`src/rtl/inner_product_mac.sv`:
```
// Sequential dot-product unit: one multiply-accumulate per clock,
// with signed/unsigned operands, saturate/wrap output and chaining.
module inner_product_mac #(
  parameter int number_of_elements = 4,
  parameter int WORD_WIDTH         = 32,
  parameter int OUT_WIDTH          = 32,
  parameter bit SIGNED             = 1'b1,
  parameter bit SATURATE           = 1'b1
) (
  input  logic                                     clk,
  input  logic                                     rst,
  input  logic [WORD_WIDTH*number_of_elements-1:0] row,
  input  logic [WORD_WIDTH*number_of_elements-1:0] column,
  input  logic                                     row_i_stb,
  input  logic                                     column_i_stb,
  input  logic                                     acc_en,
  output logic                                     row_i_ack,
  output logic                                     column_i_ack,
  output logic [OUT_WIDTH-1:0]                     out,
  output logic                                     out_o_stb,
  input  logic                                     out_o_ack,
  output logic                                     overflow
);

  localparam int N    = number_of_elements;
  localparam int W    = WORD_WIDTH;
  localparam int O    = OUT_WIDTH;
  localparam int AW_P = 2*W + $clog2(N) + 1;
  localparam int AW   = (AW_P > O+1) ? AW_P : O+1;
  localparam int XW   = (N > 1) ? $clog2(N) : 1;

  localparam logic [XW-1:0] LAST = XW'(N-1);

  typedef enum logic [1:0] {
    IDLE, MAC, FINAL, OUTPUT
  } state_t;

  state_t          state;
  state_t          state_nx;
  logic [XW-1:0]   idx;
  logic [W*N-1:0]  row_q;
  logic [W*N-1:0]  col_q;
  logic [AW-1:0]   acc;
  logic [AW-1:0]   acc_init;
  logic [AW-1:0]   prod;
  logic [O-1:0]    last;
  logic [W-1:0]    a;
  logic [W-1:0]    b;
  logic [2*W-1:0]  p_raw;
  logic            fits;
  logic [O-1:0]    conv;
  logic            capture;

  assign capture = (state == IDLE)
                 & row_i_stb
                 & column_i_stb;

  // State register
  always_ff @(posedge clk) begin
    if (rst) state <= IDLE;
    else     state <= state_nx;
  end

  // Next-state decode
  always_comb begin
    state_nx = state;
    unique case (state)
      IDLE:    if (capture)      state_nx = MAC;
      MAC:     if (idx == LAST)  state_nx = FINAL;
      FINAL:                     state_nx = OUTPUT;
      OUTPUT:  if (out_o_ack)    state_nx = IDLE;
      default:                   state_nx = IDLE;
    endcase
  end

  // Select the current element pair from the latched vectors
  always_comb begin
    a = '0;
    b = '0;
    for (int i = 0; i < N; i++) begin
      if (idx == XW'(i)) begin
        a = row_q[W*i +: W];
        b = col_q[W*i +: W];
      end
    end
  end

  // Product and accumulator seed, extended per operand mode
  always_comb begin
    if (SIGNED) begin
      p_raw = $signed({{W{a[W-1]}}, a})
            * $signed({{W{b[W-1]}}, b});
      prod  = {{(AW-2*W){p_raw[2*W-1]}}, p_raw};
    end else begin
      p_raw = {{W{1'b0}}, a} * {{W{1'b0}}, b};
      prod  = {{(AW-2*W){1'b0}}, p_raw};
    end
    acc_init = '0;
    if (acc_en) begin
      if (SIGNED)
        acc_init = {{(AW-O){last[O-1]}}, last};
      else
        acc_init = {{(AW-O){1'b0}}, last};
    end
  end

  // Narrow the accumulator to the output width
  always_comb begin
    if (SIGNED)
      fits = acc[AW-1:O-1] == {(AW-O+1){acc[AW-1]}};
    else
      fits = acc[AW-1:O] == '0;
    conv = acc[O-1:0];
    if (!fits && SATURATE) begin
      if (SIGNED)
        conv = {acc[AW-1], {(O-1){~acc[AW-1]}}};
      else
        conv = {O{1'b1}};
    end
  end

  // Datapath, handshakes and result registers
  always_ff @(posedge clk) begin
    if (rst) begin
      idx          <= '0;
      acc          <= '0;
      last         <= '0;
      row_q        <= '0;
      col_q        <= '0;
      out          <= '0;
      out_o_stb    <= 1'b0;
      overflow     <= 1'b0;
      row_i_ack    <= 1'b0;
      column_i_ack <= 1'b0;
    end else begin
      row_i_ack    <= 1'b0;
      column_i_ack <= 1'b0;
      unique case (state)
        IDLE: begin
          if (capture) begin
            row_q        <= row;
            col_q        <= column;
            idx          <= '0;
            acc          <= acc_init;
            row_i_ack    <= 1'b1;
            column_i_ack <= 1'b1;
          end
        end
        MAC: begin
          acc <= acc + prod;
          idx <= idx + XW'(1);
        end
        FINAL: begin
          out       <= conv;
          last      <= conv;
          overflow  <= ~fits;
          out_o_stb <= 1'b1;
        end
        OUTPUT: begin
          if (out_o_ack) begin
            out_o_stb <= 1'b0;
            overflow  <= 1'b0;
          end
        end
        default: ;
      endcase
    end
  end

endmodule

```
`config.mk`:
```
export PLATFORM = sky130hd
export DESIGN_NAME = inner_product_mac
export DESIGN_NICKNAME = d
export VERILOG_FILES = /design/src/rtl/inner_product_mac.sv
export SDC_FILE = /design/constraint.sdc
export NUM_CORES = 2
export LEC_CHECK = 0
export ABC_AREA = 1
export CAP_MARGIN = 25
export CELL_PAD_IN_SITES_DETAIL_PLACEMENT = 0
export CELL_PAD_IN_SITES_GLOBAL_PLACEMENT = 1
export CORE_MARGIN = 5
export CORE_UTILIZATION = 54
export CTS_CLUSTER_DIAMETER = 100
export DETAILED_ROUTE_END_ITERATION = 16
export DONT_BUFFER_PORTS = 1
export GPL_ROUTABILITY_DRIVEN = 0
export PLACE_DENSITY = 0.89
export SYNTH_ARGS = -nofsm -noshare
export SYNTH_HDL_FRONTEND = slang
export SYNTH_SLANG_ARGS = --single-unit
```
`constraint.sdc`:
```
create_clock -name clk -period 18.2 [get_ports clk]
set_input_delay 0.91 -clock clk [delete_from_list [all_inputs] [get_ports clk]]
set_output_delay 0.91 -clock clk [all_outputs]
set_load 0.03 [all_outputs]
```
==> results list <==
* Outcome: finished, final reports clean
- Row generation in the floorplan step produced 118 rows.
- Dividing total power by cell area gives a power density of 204.0 mW/mm2.
* GR Util All Layers: 0.3427
* Hold-fix buffer count after cts: 0
- RSZ-0062 raised after global routing: false
* Area growth from synthesis to layout: 4.161%
- Of the total synthesized cell area, the portion taken by full adders, half adders and majority gates is 0.4445.
- TritonCTS built the clock tree.
- After synthesis, the share of flip-flops with an asynchronous set or reset is 0.
- Worst setup path class: reg -> reg
- Finished Cell Area: 0.05854 mm2
* Fmax: 81.14 MHz
- In the finished design, the share of the clock period the worst path needs comes to 0.6772.
* Final net count: 8491
* DRC Markers: 0
- The finished layout holds 8311 standard cells, fillers aside.
- Clock tree synthesis found a total of 362 sinks.
- STA classifies the critical path startpoint as a flip-flop.
* Detailed-route wire length per cell: 23.09 um
- Startpoint of the worst register-to-register path: idx[1]$_SDFFE_PP0P_
- Capturing element type of the critical path: flip-flop
- Of the cells placed in the final design, the portion with a size suffix greater than 1 is 0.04529.
- Leaving out fill and tap cells, the most frequent cell in the layout is sky130_fd_sc_hd__inv_1.
- The floorplan step defined a die boundary enclosing 0.1106 mm2.
- Counting I/O delays and the setup requirement, the final critical path takes 12.32 ns.
* Skew-Pair Late Insertion Delay: 0.59 ns
- The first global-routing pass estimated 292.4 mm of wire.
- Prevailing post-synth register cell: sky130_fd_sc_hd__dfxtp_1
- Path category of the worst min-delay check: in -> reg
- Antenna violations before repair: 17
- The initial utilization of the core area, before any placement, comes to 0.5431.
- Maximum fanout along the worst path: 72
- Syn avg cell area: 7.940 um2
* 1st-iter DRT viols: 4791
- The most critical setup path has its endpoint at acc[61]$_SDFFE_PP0P_.
- Number of placed instances with taps included: 8221
- Clock buffer count from CTS: 38
- Area fraction in and, or, nand and nor cells after synthesis: 0.1575
* Pins over their slew limit: 0
- Clk Tree Root Cell: sky130_fd_sc_hd__clkbuf_16
- The endpoint identified for the worst register-to-register timing path is acc[61]$_SDFFE_PP0P_.
- H-Tree Depth: 2
- Clock-pin slew was measured on the worst setup and hold paths at 0.07 ns.
- Before antenna repair, the detailed router went through 7 iterations.
- The longest clock path from root to sink contains 3 buffers.
- Setup fix buffers added after clock tree synthesis: 0
- Summed over all nets, the half-perimeter wirelength after detailed placement is 154.7 mm.
- In this run the horizontal extent of the chip is 332.6 um.
- Xor-xnor portion of the synthesized cell area: 0.01402
- Cell count after synthesis: 7079
- The worst register-to-register path has a depth of 34.
* Routed via count divided by cell count: 5.813
* Final core utilization: 0.5657
* Worst slew margin: 0.2417
- The share of synthesized area in the top cell type comes to 0.3857.
- During synthesis, Yosys emitted a total of 0 warnings.
- Portion of netlist area occupied by mux cells: 0
- VDD sags by at most 0.1905 mV.
- By area the synthesized netlist is led by sky130_fd_sc_hd__fa_1 39%, sky130_fd_sc_hd__dfxtp_1 13%, sky130_fd_sc_hd__inv_1 9.9%.
- Dominant combinational cell family by area after synthesis: adder cells
- Summed over all layers, the global routing overflow is 0.
* Hold Violations, Final: 0
- The complex-gate fraction of the synthesized area came to 0.1269.
* Largest stage delay on the critical path: 1.04 ns
* Setup Skew: 0.03617 ns
* Sequential area share after synthesis: 0.1289
- Actual slew at the worst max-slew pin: 1.137 ns
* Largest net degree at the start of global routing: 197
- After synthesis the cells add up to 0.05621 mm2.
- Antenna Nets Post-Route: 0
- Number of flip-flops and latches in the synthesized netlist: 362
* Critical Path Source: idx[1]$_SDFFE_PP0P_
* Cell Area, Placed: 0.05721 mm2
- Once the clock tree was built, the resizer swapped 0 gates to a different size.
- Commonest cells after routing, fill and taps aside: 1477 x sky130_fd_sc_hd__inv_1, 1134 x sky130_fd_sc_hd__nand2_1, 1083 x sky130_fd_sc_hd__fa_1
- Setup-violating endpoint count in the final report: 0
* Total negative slack: 0 ns
- Pin placement for this block handled 298 I/O pins.
- In this run the static leakage power is 27.65 nW.
- Slowest cell on the critical path: sky130_fd_sc_hd__fa_1
* Number of distinct standard cells referenced by the synthesized netlist: 61
* Area leader, netlist: sky130_fd_sc_hd__fa_1
- Routed wire length: 191.9 mm
- Data on the critical path arrives at its endpoint at 12.84 ns.
- Number of filler instances in the final layout: 9669
* PortBufs: 0
* Cell with the most instances on the worst path: sky130_fd_sc_hd__fa_1
- The tool flagged a number of max-cap violations equal to 0.
- Vias in the first global route: 48860
- Worst R2R Setup Slack: 5.88 ns
- Post-Syn Nets: 8688
- Overall via count from detail_route: 48308
- Core area: 0.1035 mm2
- Yosys mapped a number of flops with a built-in enable equal to 0.
- Total Power Consumption: 0.01194 W
- Required time at the worst-slack endpoint: 18.71 ns
- Die height: 332.6 um
-- layout make-up --
type                            count  area [um2]  share of cell area
Tap cell                         1380        1727             0.02949
Clock inverter                     15       166.4            0.002842
Multi-Input combinational cell   4872       41840              0.7146
Inverter                         1527        5734             0.09795
Sequential cell                   362        7247              0.1238
Timing Repair Buffer               81       673.1             0.01150
Clock buffer                       54        1112             0.01900
Antenna cell                       20       50.05           0.0008549
-- worst min path at each step --
stage,from,endpoint,slack [ns],cells after the start
3_3_place_gp,col_q[21]$_SDFFE_PP0P_,col_q[21]$_SDFFE_PP0P_,0.44,2
6_report,rst,col_q[107]$_SDFFE_PP0P_,0.42,1
2_1_floorplan,col_q[0]$_SDFFE_PP0P_,col_q[0]$_SDFFE_PP0P_,0.43,2
4_1_cts,rst,col_q[107]$_SDFFE_PP0P_,0.38,1
5_1_grt,rst,col_q[107]$_SDFFE_PP0P_,0.39,1
3_5_place_dp,row_q[0]$_SDFFE_PP0P_,row_q[0]$_SDFFE_PP0P_,0.44,2
-- metal layers --
layer	global-route usage	share of wire	vias up	wire length (um)
met5	0	0.00014	-	26
met4	0.1549	0.056	4	10840
met3	0.08251	0.10	558	19610
met2	0.5555	0.47	2536	89480
met1	0.4394	0.37	24047	71910
li1	-	-	21163	-
-- per-stage QoR --
step,setup WS (ns),hold WS [ns]
CTS,5.970,0.3849
finish,5.875,0.4200
global route,5.260,0.3895
floorplan,8.683,0.4294
detailed placement,5.993,0.4444
global placement,5.984,0.4400
-- synth_stat cells (all sizes together), types with 10 or more instances --
library cell / count
nand3b: 17
buf: 179
inv: 1520
nand4: 23
o21bai: 25
nand2: 1149
dfxtp: 362
a22oi: 64
o21ai: 404
a31oi: 10
a21oi: 607
nor3: 30
nor2: 834
clkbuf: 139
o221ai: 62
a221oi: 10
xor2: 58
xnor2: 32
a21o: 25
nor4: 15
ha: 264
fa: 1083
nand3: 116
-- where the power goes --
group	leakage (nW)	switching, W	internal, W
combinational	24.1	0.00677	0.00319
clock	0.623	0.000357	0.000459
sequential	2.97	0.000194	0.000969
total	27.6	0.00732	0.00462
-- state kept, by name, indices dropped and copies added (netlist names) --
name / count
acc: 67
col_q: 128
column_i_ack: 1
overflow: 1
row_q: 128
out_o_stb: 1
state: 2
idx: 2
last: 32
-- cell families after synthesis --
logic type               Yosys count
AO/OA/AOI/OAI                   1235
XOR/XNOR                          90
adder cells (fa/ha/maj)         1347
buffers and inverters           1845
flip-flops                       362
AND/OR/NAND/NOR                 2200
-- worst max-delay path: cells and delay by family, from the launching register on --
| family | cells | cell delay, ns |
|---|---|---|
| simple gates | 7 | 1.38 |
| fa+ha+maj | 11 | 6.31 |
| xor+xnor | 1 | 0.23 |
| compound gates | 8 | 2.03 |
| flops | 1 | 0.42 |
| buf+inv | 7 | 1.76 |
No activity file was read; power rests on OpenSTA's default activity.
